**src/rtl/apb_uart_regfile.sv**
```systemverilog
// apb_uart_regfile: APB3 slave register file for the UART core (baud, ctrl, tx/rx data, status, irq enable).
// Latency: setup cycle plus WAIT_STATES+1 access cycles per transfer; tx_wr, rx_rd and irq follow their cause by one cycle.
// Backpressure: pready is held low for WAIT_STATES access cycles; TXDATA writes while tx_rdy=0 are refused with pslverr.
module apb_uart_regfile #(
  parameter int                 DATA_W      = 8,
  parameter int                 ADDR_W      = 3,
  parameter int                 WAIT_STATES = 0,
  parameter logic [DATA_W-1:0]  BAUD_RST    = '0
) (
  input  logic              pclk,
  input  logic              presetn,
  input  logic              psel,
  input  logic              penable,
  input  logic              pwrite,
  input  logic [ADDR_W-1:0] paddr,
  input  logic [DATA_W-1:0] pwdata,
  output logic [DATA_W-1:0] prdata,
  output logic              pready,
  output logic              pslverr,
  output logic [DATA_W-1:0] baud_val,
  output logic [DATA_W-1:0] ctrl,
  output logic [DATA_W-1:0] tx_data,
  output logic              tx_wr,
  input  logic              tx_rdy,
  input  logic [DATA_W-1:0] rx_data,
  input  logic              rx_rdy,
  output logic              rx_rd,
  input  logic              rx_ovf,
  output logic              irq
);

  typedef enum logic {IDLE, ACCESS} state_t;

  localparam logic [3:0]        WS        = 4'(WAIT_STATES);
  localparam logic [ADDR_W-1:0] IDX_BAUD  = ADDR_W'(0);
  localparam logic [ADDR_W-1:0] IDX_CTRL  = ADDR_W'(1);
  localparam logic [ADDR_W-1:0] IDX_TX    = ADDR_W'(2);
  localparam logic [ADDR_W-1:0] IDX_RX    = ADDR_W'(3);
  localparam logic [ADDR_W-1:0] IDX_STAT  = ADDR_W'(4);
  localparam logic [ADDR_W-1:0] IDX_IRQEN = ADDR_W'(5);

  state_t            state;
  logic [3:0]        cnt;
  logic [DATA_W-1:0] baud_q;
  logic [DATA_W-1:0] ctrl_q;
  logic [DATA_W-1:0] tx_q;
  logic [2:0]        irq_en;
  logic              ovf;
  logic [2:0]        status;
  logic              done;
  logic              err;
  logic              wr_ok;
  logic [DATA_W-1:0] rd_mux;

  assign status   = {ovf, rx_rdy, tx_rdy};
  // A transfer completes on the access cycle where the wait count is exhausted and the master still holds the access phase.
  assign done     = (state == ACCESS) && psel && penable && (cnt == WS);
  assign wr_ok    = done && pwrite && !err;

  assign pready   = done;
  assign pslverr  = done && err;
  assign prdata   = (done && !pwrite && !err) ? rd_mux : '0;
  assign baud_val = baud_q;
  assign ctrl     = ctrl_q;
  assign tx_data  = tx_q;

  // Error decode: unmapped index, write to a read-only register, or TXDATA write the FIFO cannot take.
  always_comb begin
    err = 1'b0;
    if (paddr > IDX_IRQEN)
      err = 1'b1;
    else if (pwrite && ((paddr == IDX_RX) || (paddr == IDX_STAT)))
      err = 1'b1;
    else if (pwrite && (paddr == IDX_TX) && !tx_rdy)
      err = 1'b1;
  end

  // Read data mux; STATUS shows ovf before any read-to-clear takes effect.
  always_comb begin
    rd_mux = '0;
    case (paddr)
      IDX_BAUD:  rd_mux = baud_q;
      IDX_CTRL:  rd_mux = ctrl_q;
      IDX_TX:    rd_mux = tx_q;
      IDX_RX:    rd_mux = rx_data;
      IDX_STAT:  rd_mux = DATA_W'(status);
      IDX_IRQEN: rd_mux = DATA_W'(irq_en);
      default:   rd_mux = '0;
    endcase
  end

  // Transfer FSM: a setup cycle opens ACCESS; completion or a dropped psel/penable closes it.
  always_ff @(posedge pclk or negedge presetn) begin
    if (!presetn) begin
      state <= IDLE;
      cnt   <= '0;
    end else begin
      case (state)
        IDLE: begin
          if (psel && !penable) begin
            state <= ACCESS;
            cnt   <= '0;
          end
        end
        ACCESS: begin
          if (!psel || !penable || done)
            state <= IDLE;
          else if (cnt < WS)
            cnt <= cnt + 4'd1;
        end
        default: state <= IDLE;
      endcase
    end
  end

  // Register commit on the edge that ends a completing, error-free write.
  always_ff @(posedge pclk or negedge presetn) begin
    if (!presetn) begin
      baud_q <= BAUD_RST;
      ctrl_q <= '0;
      tx_q   <= '0;
      irq_en <= '0;
    end else if (wr_ok) begin
      case (paddr)
        IDX_BAUD:  baud_q <= pwdata;
        IDX_CTRL:  ctrl_q <= pwdata;
        IDX_TX:    tx_q   <= pwdata;
        IDX_IRQEN: irq_en <= pwdata[2:0];
        default:   ;
      endcase
    end
  end

  // Sticky overrun flag: a new overrun pulse beats a coincident STATUS read-to-clear.
  always_ff @(posedge pclk or negedge presetn) begin
    if (!presetn)
      ovf <= 1'b0;
    else if (rx_ovf)
      ovf <= 1'b1;
    else if (done && !pwrite && (paddr == IDX_STAT))
      ovf <= 1'b0;
  end

  // One-cycle strobes towards the TX FIFO and RX buffer, and the registered interrupt level.
  always_ff @(posedge pclk or negedge presetn) begin
    if (!presetn) begin
      tx_wr <= 1'b0;
      rx_rd <= 1'b0;
      irq   <= 1'b0;
    end else begin
      tx_wr <= wr_ok && (paddr == IDX_TX);
      rx_rd <= done && !pwrite && (paddr == IDX_RX) && rx_rdy;
      irq   <= |(status & irq_en);
    end
  end

endmodule
```
**config.mk**
```make
export PLATFORM = sky130hd
export DESIGN_NAME = apb_uart_regfile
export DESIGN_NICKNAME = d
export VERILOG_FILES = /design/src/rtl/apb_uart_regfile.sv
export SDC_FILE = /design/constraint.sdc
export NUM_CORES = 1
export LEC_CHECK = 0
export ABC_AREA = 1
export BUFFER_PORTS_ARGS = -buffer_cell sky130_fd_sc_hd__buf_2
export CAP_MARGIN = 40
export CORE_MARGIN = 3
export CORE_UTILIZATION = 53
export CTS_CLUSTER_DIAMETER = 120
export DETAILED_ROUTE_END_ITERATION = 6
export PLACE_DENSITY = 0.84
export SLEW_MARGIN = 20
export SYNTH_ARGS = -nofsm -noshare
export SYNTH_HDL_FRONTEND = slang
export SYNTH_SLANG_ARGS = --single-unit
export TNS_END_PERCENT = 10
```
**constraint.sdc**
```tcl
create_clock -name pclk -period 3.2 [get_ports pclk]
set_clock_uncertainty 0.05 [all_clocks]
set_input_delay 0.16 -clock pclk [delete_from_list [all_inputs] [get_ports pclk]]
set_output_delay 0.16 -clock pclk [all_outputs]
set_load 0.02 [all_outputs]
```
Word level (Yosys, flattened, before mapping)
Index checks and enable logic that the tools add are counted.
{"block": "classes", "add_sub_neg": 1, "order_cmp": 2, "n_eq_ne": 8, "n_mux": 14, "n_bitwise": 2, "reduce_logical": 33}
{"op": "one-hot mux 8 bit (6 select lines)", "count": 1}
{"op": "logical AND 1 bit", "count": 16}
{"op": "2-to-1 mux 4 bit", "count": 3}
{"op": "2-to-1 mux 8 bit", "count": 1}
{"op": "one-hot mux 4 bit (2 select lines)", "count": 1}
{"op": "AND reduction 2 bit", "count": 4}
{"op": "2-to-1 mux 1 bit", "count": 7}
{"op": "equality test 3 x 2 -> 1 bit, second input constant", "count": 2}
{"op": "equality test 3 bit, second input constant", "count": 2}
{"op": "logical NOT 1 bit", "count": 5}
{"op": "adder 4 x 1 -> 4 bit, second input constant", "count": 1}
{"op": "logical NOT 4 bit", "count": 1}
{"op": "less-than comparator 4 x 1 -> 1 bit, second input constant", "count": 1}
{"op": "!= test 2 bit, second input constant", "count": 2}
{"op": "AND 3 bit", "count": 1}
{"op": "equality test 3 x 1 -> 1 bit, second input constant", "count": 1}
{"op": "greater-than comparator 3 bit, second input constant", "count": 1}
{"op": "logical NOT 3 bit", "count": 1}
{"op": "logical OR 1 bit", "count": 3}
{"op": "AND reduction 3 bit", "count": 1}
{"op": "OR reduction 3 bit", "count": 1}
{"op": "!= test 2 x 1 -> 1 bit, second input constant", "count": 1}
{"op": "one-hot mux 1 bit (2 select lines)", "count": 1}
{"op": "nonzero test 2 bit", "count": 1}
{"op": "NOT 1 bit", "count": 1}
{"block": "word_totals", "ff_bits": 36, "input_bits": 27, "out_inout_bits": 37, "wordCells": 70}

Depth between registers and ports, before layout
Gate-level depths: netlist (run 1).
{"block": "depth", "ltp_word": 9, "mapped_depth": 9}

Least setup slack after synthesis (run 1)
OpenSTA, ideal clock, no wires.
{"block": "synth_timing", "kind": "input to output", "start": "input port paddr[1]", "end": "output port prdata[6]", "arrival_time_ps": 1262, "required_time_ps": 2990, "setup_slack_ps": 1728, "stages": 6, "n_path_buf": 3, "cell_sequence": "buf_4 > buf_4 > nor2_8 > buf_6 > nand2_1 > a41oi_1"}
{"block": "synth_between", "elab_chain_len": 9, "elab_cells_between_ends": 18, "cone_classes": "1 x order compare; 5 x eq/ne; 5 x mux; 7 x reduce/logical"}
{"element": "start: declaration", "line_no": "15", "text": "input logic [ADDR_W-1:0] paddr,"}
{"element": "equality test 3 x 2 -> 1 bit", "line_no": "74, 81"}
{"element": "logical AND 1 bit (2 in series)", "line_no": "74", "text": "else if (pwrite && (paddr == IDX_TX) && !tx_rdy)"}
{"element": "2-to-1 mux 1 bit", "line_no": "74"}
{"element": "2-to-1 mux 1 bit", "line_no": "72", "text": "else if (pwrite && ((paddr == IDX_RX) || (paddr == IDX_STAT)))"}
{"element": "2-to-1 mux 1 bit", "line_no": "70", "text": "if (paddr > IDX_IRQEN)"}
{"element": "logical NOT 1 bit", "line_no": "62", "text": "assign prdata = (done && !pwrite && !err) ? rd_mux : '0;"}
{"element": "logical AND 1 bit", "line_no": "62"}
{"element": "2-to-1 mux 8 bit *", "line_no": "62"}
{"element": "end: declaration", "line_no": "17", "text": "output logic [DATA_W-1:0] prdata,"}
Mark *: on every way between the ends. The rest lies on a longest branch, timed or not.

Worst setup path after layout (run 1)
{"block": "layout_timing", "start": "input port penable", "end": "output port prdata[6]"}
{"block": "layout_between", "elab_chain_len": 5}
{"element": "start: declaration", "line_no": "13", "text": "input logic penable,"}
{"element": "logical AND 1 bit (2 in series)", "line_no": "57", "text": "assign done = (state == ACCESS) && psel && penable && (cnt == WS);"}
{"element": "logical AND 1 bit (2 in series)", "line_no": "62"}
{"element": "2-to-1 mux 8 bit", "line_no": "62"}
Every way passes these cells.

==> results_dict.tcl, run 1 <==
set metrics [dict create \
    die_y_um 64.3 \
    drt_iter0_drc 119 \
    yosysSeqAreaShare_pct 44.4 \
    clk_latency_ns 0.34 \
    coreArea_mm2 0.00315 \
    ys_top_cells_by_count "nand2_1 (88), dfrtp_1 (32), nand3_1 (30)" \
    drc 0 \
    synth_seq_cells 32 \
    regArea_um2 801 \
    fin_crit_sh_pct 65.0 \
    min_period_ns 2.08 \
    cp_max_fo 8 \
    cp_data_required_time_ns 2.99 \
    start_util_pct 57.2 \
    synth_area_leaders "dfrtp_1 (44%), nand2_1 (18%), nand3_1 (8.3%)" \
    arrival_ns 1.87 \
    rsz0062_at_grt "no" \
    syn_nets 252 \
    ant_nets 0 \
    grt_max_degree 33 \
    yosysMostFrequentCell "nand2_1" \
    nets 316 \
    path_cells "dlygate4sd3_1 > buf_2 > nand3_1 > nor2_1 > nand2_1 > a41oi_1 > buf_2" \
    io_pins 64 \
    synth_top_cell_by_area "dfrtp_1" \
    relSlewSlack_pct 53.8 \
    synth-edff-count 0 \
    critical_path.endpoint_type "output pin" \
    cp_common_cell "buf_2" \
    postCtsSetupRepairBufs 0 \
    slowest_delay_ns 0.53 \
    syn_inst 225 \
    cts-root-buf "clkbuf_4" \
    wl_per_cell_um 13.8 \
    drt_wl_total_um 4600 \
    synth_area_mm2 0.00180 \
    fmax_mhz 481 \
    gp_congestion 0.823 \
    grt_pass1_vias 1639 \
    row_count 20 \
    placed_area_mm2 0.00209 \
    setup_viol 0 \
    grt_usage_pct 24.1 \
    cts_tree "done" \
    yosysWarnings 0 \
    io_buffers 63 \
    critPathKind "input port to output pin" \
    dieArea_mm2 0.00414 \
    power.total_mw 0.854 \
    htree_levels 2 \
    synth_ff_type "dfrtp_1" \
    final_area_mm2 0.00218 \
    min_path_type "input port to flop" \
    die_w_um 64.3 \
    syn_area_per_cell_um2 8.01 \
    via_count 1807 \
    cts_sinks 32 \
    multiInputGateArea_um2 848 \
    ir_drop_mv 0.279 \
    yosysTopAreaCellShare_pct 44.4 \
    numCtsBuffers 5 \
    cts_buffer_depth 2 \
    fin_setup_tns_ns 0 \
    syn2layout_area_growth_pct 21.0 \
    drive_gt1_share_pct 30.8 \
    outcome "finished, final reports clean" \
    netlist-cell-type-count 26 \
    firstDrtPassIters 4 \
    clkTransAtPathRegs_ns 0.10 \
    cts_resized 0 \
    grt_pass1_wl_um 7660 \
    cpMaxStageDelayCell "dlygate4sd3_1" \
    worst_pin_slew_ns 0.693 \
    fill_cells 290 \
    maxCapViolCount 0 \
    pwr_density_cell_mw_per_mm2 391 \
    grt_overflow 0 \
    hold_violations 0 \
    antenna_found_initial 0 \
    worst-r2r-setup-slack_ns 1.72 \
    diodes 0 \
    async_flop_share_pct 100 \
    finalMaxSlewViolations 0 \
    start_kind "input port" \
    p_leak_nw 1.30 \
    dp_hpwl_um 3240 \
    viasPerCell 5.43 \
]
-- report_power, final --
part	total (mW)	switching [mW]	internal, mW
registers	0.445	0.0164	0.428
logic	0.147	0.0991	0.0477
clock network	0.262	0.138	0.125
-- placed cells by master (no fill, tap or decap) --
| master | count |
|---|---|
| a41oi_2 | 1 |
| nand4_1 | 7 |
| nor2_2 | 1 |
| nor2_1 | 7 |
| a41oi_1 | 4 |
| a21oi_1 | 2 |
| dfrtp_1 | 32 |
| nand3_2 | 3 |
| nor3_1 | 3 |
| o221ai_1 | 1 |
| clkbuf_4 | 5 |
| nand4_2 | 3 |
| clkbuf_8 | 2 |
| nand2_2 | 3 |
| o22ai_1 | 2 |
| o21bai_1 | 1 |
| nor3_4 | 1 |
| inv_1 | 14 |
| inv_2 | 4 |
| nand2_1 | 88 |
| nor2_4 | 1 |
| o21ai_1 | 1 |
| nor3b_1 | 1 |
| nand3_1 | 30 |
| nor2_8 | 2 |
| buf_2 | 63 |
| o21ai_0 | 4 |
| dlygate4sd3_1 | 3 |
-- final cells by class --
cell class / instances / area share, %
tap: 44 / 2.52
timing repair buffer: 66 / 15.8
multi-input combinational: 166 / 38.9
sequential: 32 / 36.7
clock buffer: 7 / 2.98
inverter: 18 / 3.10
-- path summary, 6_finish.rpt --
path / cells past startpoint / to / start
max in group asynchronous: 2 / tx_data[6] / presetn
max: 7 / prdata[6] / penable
min: 2 / state / psel
max reg2reg: 6 / tx_data[2] / state
min reg2reg: 1 / state / state
min in group asynchronous: 2 / baud_val[1] / presetn
-- per-layer routing --
layer	part of all wire, %	vias to the layer above	wire, um	track usage, %
met5	0	-	0	0
met4	0.96	0	44	6.86
met3	8.1	7	373	5.98
met2	50	69	2300	38.3
met1	41	860	1880	32.7
li1	-	871	-	-
-- state kept, by name (all words and copies together), names as in the netlist --
register and flops:
baud_val 8, tx_wr 1, ovf 1, ctrl 8
tx_data 8, irq 1, rx_rd 1, irq_en 3
state 1
-- worst max-delay path: cells and delay by family --
family	cells	cell delay (ns)
AO/OA/AOI/OAI	1	0.26
buffers and inverters	3	0.84
AND/OR/NAND/NOR	3	0.60
-- per-stage QoR --
step | hold slack (ns) | worst slack, ns | utilization [%] | cells
final | 0.0252 | 1.12 | 69.2 | 333
after global routing | 0.0150 | 0.954 | 69.2 | 333
after CTS | 0.0258 | 1.12 | 69.2 | 333
after detailed placement | 0.190 | 1.48 | 66.2 | 323
after global placement | 0.198 | 1.52 | 66.2 | 323
after floorplan | -0.186 | 1.73 | - | 225
-- repair_timing --
item,4_1_cts,5_1_grt
hold buffers,3,0
hold endpoints to repair,34,0
setup endpoints to repair,0,0
-- cells by family after synthesis --
group	count (synthesis)	synth area share, %
and+or+nand+nor	150	40.7
buffers and inverters	27	8.54
AOI/OAI and AO/OA	16	6.38
DFF	32	44.4
No activity file was read; power rests on OpenSTA's default activity.
==> inputs of run 2 (changes only) <==
--- a/config.mk
+++ b/config.mk
@@ -9,10 +9,10 @@
 export BUFFER_PORTS_ARGS = -buffer_cell sky130_fd_sc_hd__buf_2
 export CAP_MARGIN = 40
 export CORE_MARGIN = 3
-export CORE_UTILIZATION = 53
+export CORE_UTILIZATION = 45
 export CTS_CLUSTER_DIAMETER = 120
 export DETAILED_ROUTE_END_ITERATION = 6
-export PLACE_DENSITY = 0.84
+export PLACE_DENSITY = 0.76
 export SLEW_MARGIN = 20
 export SYNTH_ARGS = -nofsm -noshare
 export SYNTH_HDL_FRONTEND = slang
==> constraint.sdc (replaced) <==
create_clock -name pclk -period 1.7 [get_ports pclk]
set_clock_uncertainty 0.05 [all_clocks]
set_input_delay 0.085 -clock pclk [delete_from_list [all_inputs] [get_ports pclk]]
set_output_delay 0.085 -clock pclk [all_outputs]
set_load 0.02 [all_outputs]
==> results_dict.tcl, run 2 (synthesized netlist as in run 1, its figures left out) <==
set metrics [dict create \
    layout_common_cells "nand2_1 (87), buf_2 (63), dfrtp_1 (32)" \
    whs_ns 0.0170 \
    r2r_cells 6 \
    coreArea_mm2 0.00377 \
    final_common_cell "nand2_1" \
    pwr_density_cell_mw_per_mm2 849 \
    outcome "finished, final reports clean" \
    drive_gt1_share_pct 32.3 \
    ir_drop_mv 0.601 \
    firstDrtPassIters 4 \
    numCtsBuffers 5 \
    arrival_ns 1.48 \
    drc 0 \
    wl_met2_um 2300 \
    cpMaxStageDelayCell "dfrtp_1" \
    p_sw_share_pct 26.7 \
    die_w_um 69.3 \
    cts_tree "done" \
    ant_nets 0 \
    worstHoldPathCells 3 \
    relSlewSlack_pct 52.2 \
    critPathKind "flop to output pin" \
    cts_sinks 32 \
    fmax_mhz 620 \
    dp_hpwl_um 3500 \
    p_comb_share_pct 14.8 \
    drt_wl_total_um 4900 \
    cp_max_fo 8 \
    worst_pin_slew_ns 0.717 \
    diodes 0 \
    regArea_um2 801 \
    power.total_mw 1.93 \
    grt_usage_pct 20.8 \
    die_y_um 69.3 \
    intPower_mw 1.42 \
    slowest_delay_ns 0.36 \
    path_cells "nand3_2 > nor2_4 > nand2_4 > a41oi_1 > buf_2" \
    cts_buffer_depth 2 \
    drt_iter0_drc 143 \
    hold_violations 0 \
    preCtsSetupSlack_ns 0.203 \
    antenna_found_initial 0 \
    min_path_type "input port to flop" \
    critical_path.endpoint_type "output pin" \
    cts-root-buf "clkbuf_8" \
    cp_data_required_time_ns 1.56 \
    fin_crit_sh_pct 94.9 \
    dieArea_mm2 0.00480 \
    min_period_ns 1.61 \
    grt_pass1_wl_um 8240 \
    worst_r2r_startpoint "state" \
    clkTransAtPathRegs_ns 0.07 \
    fill_cells 352 \
    grt_pass1_vias 1790 \
    fin_util_pct 60.4 \
    start_kind "flop" \
    layout.cells.non_filler 339 \
    min-delay-start "pwdata[6]" \
    io_buffers 63 \
    via_count 1807 \
    syn2layout_area_growth_pct 26.2 \
    dr_wl_met3_um 424 \
    wl_per_cell_um 14.4 \
    multiInputGateArea_um2 868 \
    worst_slack_ns 0.0862 \
    p_leak_nw 1.34 \
    start_util_pct 47.8 \
    timing.rr.end "irq_en[1]" \
    dp.cells 328 \
    wirelength_met1_um 2130 \
    nets 317 \
    grt_overflow 0 \
    worst-r2r-setup-slack_ns 0.20 \
    top_layer "met4" \
    io_pins 64 \
    gp_congestion 0.816 \
    viasPerCell 5.33 \
    clockPowerShare_pct 41.8 \
    grt_max_degree 33 \
    clk_latency_ns 0.28 \
    power_frac_seq_pct 43.4 \
    maxCapViolCount 0 \
    htree_levels 2 \
    row_count 22 \
    switchingPower_mw 0.516 \
    finalMaxSlewViolations 0 \
    setup_viol 0 \
    holdPathEnd "baud_val[6]" \
]
==> run 2: final cells by class <==
type | count | share of cell area, %
multi-input cells | 166 | 38.2
flip-flops and latches | 32 | 35.2
repair buffers | 67 | 15.5
clock buffers | 7 | 4.23
inverters | 18 | 2.97
well taps | 48 | 2.64
clock inverters | 1 | 1.32
==> run 2: timing repair <==
item | CTS | global route
hold endpoints to repair | 34 | 0
pin swaps | 0 | 1
endpoints found under the setup margin | 5 | 5
hold buffers | 3 | 0
gates cloned | 0 | 0
setup buffers | 0 | 0
gates resized for setup | 2 | 3
==> run 2: how the worst max path moves through the flow <==
stage	from	to	slack, ns
6_report	state	prdata[4]	0.09
5_1_grt	state	prdata[4]	-0.02
4_1_cts	state	prdata[4]	0.01
3_5_place_dp	paddr[1]	tx_data[0]	0.20
3_3_place_gp	paddr[1]	tx_data[3]	0.22
2_1_floorplan	state	prdata[3]	0.37
==> run 2: power groups by stage <==
| stage | combinational, mW | clock [mW] | sequential (mW) |
|---|---|---|---|
| 2_1_floorplan | 0.127 | 0 | 0.891 |
| 3_3_place_gp | 0.272 | 0 | 0.851 |
| 3_5_place_dp | 0.277 | 0 | 0.851 |
| 4_1_cts | 0.285 | 0.816 | 0.838 |
| 5_1_grt | 0.315 | 0.857 | 0.844 |
| 6_report | 0.285 | 0.808 | 0.839 |
==> run 2: through the flow <==
step | setup TNS [ns] | instance area [um^2]
CTS | 0 | 2260
global route | -0.0174 | 2280
floorplan | 0 | 1800
global placement | 0 | 2100
detailed placement | 0 | 2100
finish | 0 | 2280
==> run 2: worst max-delay path: cells and delay by family (launching register included) <==
kind | cells | cell delay [ns]
flops | 1 | 0.36
buf+inv | 1 | 0.20
simple gates | 3 | 0.41
compound gates | 1 | 0.22
==> run 2: layer usage <==
layer / GRT usage (%) / vias up
met1: 29.1 / 846
met4: 4.34 / 0
met2: 32.8 / 81
met3: 4.93 / 7
met5: 0 / -
li1: - / 873
